### src/rtl/instr_fetch_unit.sv
// Instruction fetch stage: owns the PC, issues one read per instruction, and hands the
// returned word to decode through a valid/ready handshake.
//
// state   | meaning
// --------+----------------------------------------------------------------
// S_FETCH | request cycle: imem_req=1, imem_addr=pc
// S_WAIT  | waiting on imem_rvalid; captures the word and its address
// S_VALID | instr held stable for decode; accept computes the next pc

module instr_fetch_unit #(
   parameter logic [31:0] RESET_PC = 32'h0000_0000
) (
   input  logic        clk,
   input  logic        arst_n,
   output logic        imem_req,
   output logic [31:0] imem_addr,
   input  logic [31:0] imem_rdata,
   input  logic        imem_rvalid,
   output logic [31:0] instr,
   output logic [31:0] instr_pc,
   output logic        instr_valid,
   input  logic        instr_ready,
   output logic [5:0]  opcode,
   input  logic        branch,
   input  logic        zero,
   input  logic        jump,
   output logic [31:0] fetch_count
);

   localparam logic [31:0] PC_INIT = {RESET_PC[31:2], 2'b00};

   typedef enum logic [1:0] {
      S_FETCH = 2'd0,
      S_WAIT  = 2'd1,
      S_VALID = 2'd2
   } state_t;

   state_t      state_q, state_nxt;
   logic [31:0] pc_q, pc_nxt;
   logic [31:0] instr_q, instr_nxt;
   logic [31:0] instr_pc_q, instr_pc_nxt;
   logic        valid_q, valid_nxt;
   logic [31:0] count_q, count_nxt;

   logic [31:0] seq_pc;
   logic [31:0] branch_off;
   logic [31:0] jump_pc;
   logic [31:0] target_pc;

   // Next-pc candidates all derive from the captured instruction, never from the live bus.
   always_comb begin
      seq_pc     = instr_pc_q + 32'd4;
      branch_off = {{14{instr_q[15]}}, instr_q[15:0], 2'b00};
      jump_pc    = {seq_pc[31:28], instr_q[25:0], 2'b00};
      target_pc  = seq_pc;
      if (jump) begin
         target_pc = jump_pc;
      end else if (branch && zero) begin
         target_pc = seq_pc + branch_off;
      end
   end

   always_ff @(posedge clk or negedge arst_n) begin
      if (!arst_n) begin
         state_q    <= S_FETCH;
         pc_q       <= PC_INIT;
         instr_q    <= 32'd0;
         instr_pc_q <= 32'd0;
         valid_q    <= 1'b0;
         count_q    <= 32'd0;
      end else begin
         state_q    <= state_nxt;
         pc_q       <= pc_nxt;
         instr_q    <= instr_nxt;
         instr_pc_q <= instr_pc_nxt;
         valid_q    <= valid_nxt;
         count_q    <= count_nxt;
      end
   end

   always_comb begin
      state_nxt    = state_q;
      pc_nxt       = pc_q;
      instr_nxt    = instr_q;
      instr_pc_nxt = instr_pc_q;
      valid_nxt    = valid_q;
      count_nxt    = count_q;
      case (state_q)
         S_FETCH: begin
            state_nxt = S_WAIT;
         end
         S_WAIT: begin
            if (imem_rvalid) begin
               instr_nxt    = imem_rdata;
               instr_pc_nxt = pc_q;
               valid_nxt    = 1'b1;
               state_nxt    = S_VALID;
            end
         end
         S_VALID: begin
            // a stray imem_rvalid here is deliberately not looked at
            if (valid_q && instr_ready) begin
               pc_nxt    = {target_pc[31:2], 2'b00};
               count_nxt = count_q + 32'd1;
               valid_nxt = 1'b0;
               state_nxt = S_FETCH;
            end
         end
         default: begin
            state_nxt = S_FETCH;
            valid_nxt = 1'b0;
         end
      endcase
   end

   // Reset holds the state in S_FETCH, so the request decode is masked while arst_n is low.
   assign imem_req    = (state_q == S_FETCH) && arst_n;
   assign imem_addr   = pc_q;
   assign instr       = instr_q;
   assign instr_pc    = instr_pc_q;
   assign instr_valid = valid_q;
   assign opcode      = valid_q ? instr_q[31:26] : 6'h3F;
   assign fetch_count = count_q;

endmodule

### config.mk
export PLATFORM = sky130hd
export DESIGN_NAME = instr_fetch_unit
export DESIGN_NICKNAME = d
export VERILOG_FILES = /design/src/rtl/instr_fetch_unit.sv
export SDC_FILE = /design/constraint.sdc
export NUM_CORES = 1
export LEC_CHECK = 0
export CORE_ASPECT_RATIO = 1.2
export CORE_UTILIZATION = 39
export CTS_BUF_LIST = sky130_fd_sc_hd__clkbuf_2
export DETAILED_ROUTE_END_ITERATION = 8
export PLACE_DENSITY = 0.72
export SLEW_MARGIN = 40
export SYNTH_ARGS = -nofsm -noshare
export SYNTH_HDL_FRONTEND = slang
export SYNTH_SLANG_ARGS = --single-unit
### constraint.sdc
create_clock -name clk -period 4.8 [get_ports clk]
set_clock_uncertainty 0.1 [all_clocks]
set_input_delay 0.96 -clock clk [delete_from_list [all_inputs] [get_ports clk]]
set_output_delay 0.96 -clock clk [all_outputs]
set_load 0.01 [all_outputs]
======== After elaboration in Yosys (flattened, before gate mapping) ========
Cells that the tools add are included.
W data, S select, Z words.
word-level totals
  output and inout bits ................... 136
  bits in registers ....................... 127
  bits of input ports ..................... 39
operators by class
  bitwise gates (word level) .............. 1
  reductions and logical operators ........ 8
  equality and inequality tests ........... 4
  multiplexer cells ....................... 9
  add/subtract/negate cells ............... 3
operators with widths
  operator                 number
  $mux W32                 2
  $add A32 B1 Y32 const B  1
  $add A32 B3 Y32 const B  1
  $add A32 B32 Y32         1
  $mux W6                  1
  $pmux W2 S3              1
  $reduce_and A2 Y1        3
  $mux W2                  2
  $ne A2 B2 Y1 const B     2
  $logic_and A1 B1 Y1      3
  $pmux W1 S3              1
  $reduce_and A3 Y1        1
  $eq A2 B1 Y1 const B     1
  $eq A2 B2 Y1 const B     1
  $logic_not A2 Y1         1
  $mux W1                  2
  $not A1 Y1               1

======== Logic depth before layout (Yosys ltp) ========
  depth after elaboration ................. 4
  depth in mapped cells ................... 17
  gate-level depth less buffers ........... 15

======== Least setup slack after synthesis ========
No wires, ideal clock.
  path type ............................... register -> register
  from .................................... reg instr_pc_q[4] (netlist: instr_pc[4])
  to ...................................... reg pc_q[30] (netlist: imem_addr[30])
  data arrival time ....................... 3,278 ps
  period minus slack after synthesis ...... 3,499 ps
  cell stages (with the launch flop) ...... 16
  setup time .............................. 121 ps
  slack ................................... 1,301 ps
  path buffers ............................ 1
  required time ........................... 4,579 ps
  cell sequence ........................... dfrtp_1 > and4_1 > nand3_1 > nor2_1 > nand3_1 > xnor2_1 > ha_1 > buf_6 > a21o_1 > a221o_1 > a21o_1 > or3_4 > o2111ai_2 > nand3_1 > nor3b_2 > o22a_1
between the ends
  word-level cells in the longest chain between the ends .. 4
ends and longest elaborated chain
  item                    RTL line  text
  from (decl)             41        logic [31:0] instr_pc_q, instr_pc_nxt;
  from (signal assigned)  75        instr_pc_q <= instr_pc_nxt;
  $add A32 B3 Y32 *       52        seq_pc = instr_pc_q + 32'd4;
  $add A32 B32 Y32        59        target_pc = seq_pc + branch_off;
  $mux W32                58        end else if (branch && zero) begin
  $mux W32 *              56        if (jump) begin
  to (signal assigned)    73        pc_q <= pc_nxt;
  to (decl)               39        logic [31:0] pc_q, pc_nxt;
Mark *: on every way between the ends. The rest lies on a longest branch, timed or not.
A chain may end at the register's enable or synchronous reset.

======== Worst setup path in the final report ========
  from .................................... reg instr_pc_q[5] (netlist: instr_pc[5])
  to ...................................... reg pc_q[30] (netlist: imem_addr[30])
Same word-level chain as after synthesis.

==> impl_metrics.tcl <==
set metrics [dict create \
    synthFlopType "dfrtp_1" \
    met3_usage_pct 3.73 \
    rr_worst_depth 14 \
    coreArea_um2 19500 \
    drc_errors 0 \
    whs_ps 167 \
    start_util_pct 39.7 \
    p_sw_w 0.00294 \
    drt-initial-drc-count 533 \
    dp_cells 1186 \
    status "finished clean" \
    max-cap-violations 0 \
    worstPathArrival_ps 4500 \
    crit_start "instr_pc[5]" \
    wl_um 22200 \
    stdcell_count 1219 \
    synthesis.area_um2 7730 \
    path_max_fanout 8 \
    fp.dieArea_um2 20400 \
    rows 56 \
    gr-max-usage-layer "met2" \
    hold_path_class "in2async" \
    nNetsFinal 1022 \
    yosys_warnings 0 \
    reg2reg_slack_ps 880 \
    grt_max_degree 68 \
    cp_common_cell "a21o_1" \
    vias 6715 \
    ys_ff_latch 127 \
    cts_tree "yes" \
    end_kind "register" \
    avgSynthCellArea_um2 9.91 \
    pin_count 175 \
    worstSetupStartpointType "register" \
    die_x_um 131 \
    pwr-share-clk_pct 10.5 \
    root_buffer "clkbuf_2" \
    grt_use_met1_pct 28.4 \
    htreeDepth 4 \
    cp.depth 14 \
    finalSetupViolations 0 \
    async_reset_ff_share_pct 100 \
    critPathKind "reg2reg" \
    peakVddDrop_mv 0.275 \
    grt_usage_pct 22.4 \
    crit_slowest_cell "dfrtp_1" \
    total_power_w 0.00654 \
    max-clock-path-buffers 2 \
    postLayoutCellArea_um2 9940 \
    fin_crit_ps 3920 \
    cts.sinks 127 \
    final_antenna_net_count 0 \
    numCtsBuffers 17 \
    synth-edff-count 0 \
    rsz0062_at_grt "no" \
    place_area_um2 9680 \
    crit_chain "and4_1 -> and2_1 -> nand3_1 -> nor2_1 -> xor2_1 -> ha_1 -> a21o_1 -> a21o_1 -> a21o_1 -> or3_4 -> o2111ai_2 -> nand3_1 -> nor3b_2 -> o22a_1" \
    ctsHoldBuffers 0 \
    cts_resized 0 \
    synthCells 780 \
    swShare_pct 45.0 \
    seq_area_frac_synth_pct 41.1 \
    area_growth_pct 28.5 \
    die_h_um 156 \
    avgViaCountPerCell 5.51 \
    grt_overflow 0 \
    finalWeightedCongestion 0.928 \
    grt_antenna_before_repair 1 \
    powerDensity_nw_per_um2 658 \
    leakage_nw 4.29 \
    grt_pass1_wl_um 35000 \
    grtUsageMet2_pct 38.2 \
    worst_slew_pin_slew_ps 784 \
    maxSlewViolCount 0 \
    fmax_mhz 255 \
    hold_violations 0 \
    hpwl_um 16400 \
    wire_per_inst_um 18.2 \
    r2r_start "instr_pc[5]" \
    io_buffers 170 \
    cpPeakStageDelay_ps 490 \
    first_pass_iters 5 \
    grt_pass1_vias 6514 \
    tns_ps 0 \
    finalCritPeriodShare_pct 81.6 \
    clkLatencyLatePin_ps 770 \
    slew_headroom_pct 47.6 \
    drive_gt1_share_pct 12.6 \
    intPower_w 0.00360 \
    postCtsSetupBuffers 0 \
    pwr-share-comb_pct 59.4 \
    required_ps 5380 \
    ys_types 69 \
    clk_pin_slew_ps 250 \
    path_buf_inv 0 \
    critPathTopFamily "simple AND/OR/NAND/NOR gates" \
    seq_power_share_pct 30.1 \
]
==> sequential cells by signal, indices dropped and copies added (netlist names) <==
| name | count |
|---|---|
| state_q | 2 |
| instr_pc | 30 |
| instr | 32 |
| imem_addr | 30 |
| fetch_count | 32 |
| instr_valid | 1 |
==> area by class of cell <==
| type | instances | area, um2 |
|---|---|---|
| multi-input cells | 605 | 4340 |
| inverters | 13 | 48.8 |
| repair buffers | 180 | 1790 |
| clock inverters | 15 | 165 |
| well taps | 261 | 327 |
| fillers | 1859 | 9540 |
| flip-flops and latches | 127 | 3180 |
| clock buffers | 17 | 85.1 |
| diodes | 1 | 2.50 |
==> cell families (layout without fill, tap and decap cells) <==
logic type / count (synthesis) / count (layout) / synth area share [%]
and+or+nand+nor: 241 / 241 / 15.8
DFF: 127 / 127 / 41.1
buffers and inverters: 51 / 225 / 2.88
xor gates and xnor gates: 78 / 78 / 8.83
adders and majority gates: 39 / 39 / 6.41
AOI/OAI and AO/OA: 176 / 176 / 15.3
muxes: 67 / 67 / 9.68
other: 1 / 5 / 0.0485
==> cell usage in the layout (no fill, tap or decap), types with 5 or more instances in the layout <==
| cell type | Yosys | layout |
|---|---|---|
| buf_4 | 6 | 8 |
| dfrtp_1 | 127 | 126 |
| mux2_2 | 62 | 62 |
| clkbuf_2 | 0 | 17 |
| and2_1 | 5 | 5 |
| a21oi_1 | 44 | 44 |
| xnor2_1 | 60 | 60 |
| and4_1 | 7 | 7 |
| ha_1 | 38 | 38 |
| or3_1 | 7 | 7 |
| o21bai_1 | 5 | 5 |
| mux2i_1 | 5 | 5 |
| and3_1 | 13 | 13 |
| a21o_1 | 24 | 24 |
| o221ai_1 | 6 | 6 |
| inv_1 | 13 | 13 |
| xor2_1 | 18 | 18 |
| nand4_1 | 23 | 23 |
| inv_8 | 0 | 5 |
| a211oi_1 | 10 | 10 |
| clkdlybuf4s50_1 | 0 | 169 |
| nor3_1 | 11 | 11 |
| nand3_1 | 31 | 31 |
| nand2_1 | 77 | 77 |
| nor2_1 | 44 | 44 |
| o211ai_1 | 6 | 6 |
| or2b_1 | 5 | 5 |
| o21ai_0 | 38 | 38 |
==> power by group through the flow <==
stage	clock, W	sequential (W)	combinational (W)
after floorplan	0	0.00201	0.00233
after global placement	0	0.00198	0.00383
after detailed placement	0	0.00199	0.00384
after CTS	0.000710	0.00197	0.00387
after global routing	0.000750	0.00203	0.00424
final	0.000687	0.00197	0.00388
==> through the flow <==
stage	util, %	setup slack (ps)
after floorplan	-	1300
after global placement	49.7	991
after detailed placement	49.7	966
after CTS	51.0	946
after global routing	51.0	596
final	51.0	884
==> synthesized netlist by cell type (2+ instances only) <==
master | n | area [um2]
a221o_1 | 3 | 30.0
a21oi_1 | 44 | 220
a2bb2oi_1 | 3 | 26.3
xnor2_1 | 60 | 526
nor2_1 | 44 | 165
nand4_1 | 23 | 144
and2_1 | 5 | 31.3
a211oi_2 | 2 | 25.0
mux2_2 | 62 | 698
buf_4 | 6 | 45.0
inv_1 | 13 | 48.8
nor3_1 | 11 | 55.1
o221ai_1 | 6 | 52.6
or3_1 | 7 | 43.8
o31ai_1 | 3 | 22.5
nand2b_1 | 2 | 12.5
a211oi_1 | 10 | 75.1
o21ai_0 | 38 | 190
a21o_1 | 24 | 180
and3_1 | 13 | 81.3
ha_1 | 38 | 475
and4_1 | 7 | 61.3
mux2i_1 | 5 | 50.1
a31oi_1 | 3 | 18.8
nand3_1 | 31 | 155
o211ai_1 | 6 | 45.0
a22oi_1 | 2 | 15.0
or2b_1 | 5 | 37.5
nand3b_1 | 2 | 15.0
o311ai_0 | 2 | 17.5
clkbuf_1 | 29 | 109
a221oi_1 | 3 | 26.3
dfrtp_1 | 127 | 3180
nor2b_1 | 3 | 18.8
xor2_1 | 18 | 158
o2111ai_1 | 3 | 26.3
o21ai_1 | 3 | 15.0
a31o_2 | 2 | 17.5
o21bai_1 | 5 | 37.5
nand2_1 | 77 | 289
o21a_1 | 2 | 15.0
==> worst paths after layout <==
check	endpoint
setup / recovery	imem_addr[30]
hold / removal	instr[8]
setup reg to reg	imem_addr[30]
hold reg to reg	fetch_count[31]
max in group asynchronous	imem_addr[29]
min in group clk	fetch_count[31]
==> per-layer routing <==
layer	wire length [um]	up-vias
met5	0	-
met4	489	0
met3	1200	35
met2	11000	242
met1	9530	3275
li1	-	3163
Power figures use the tool's default switching activity.
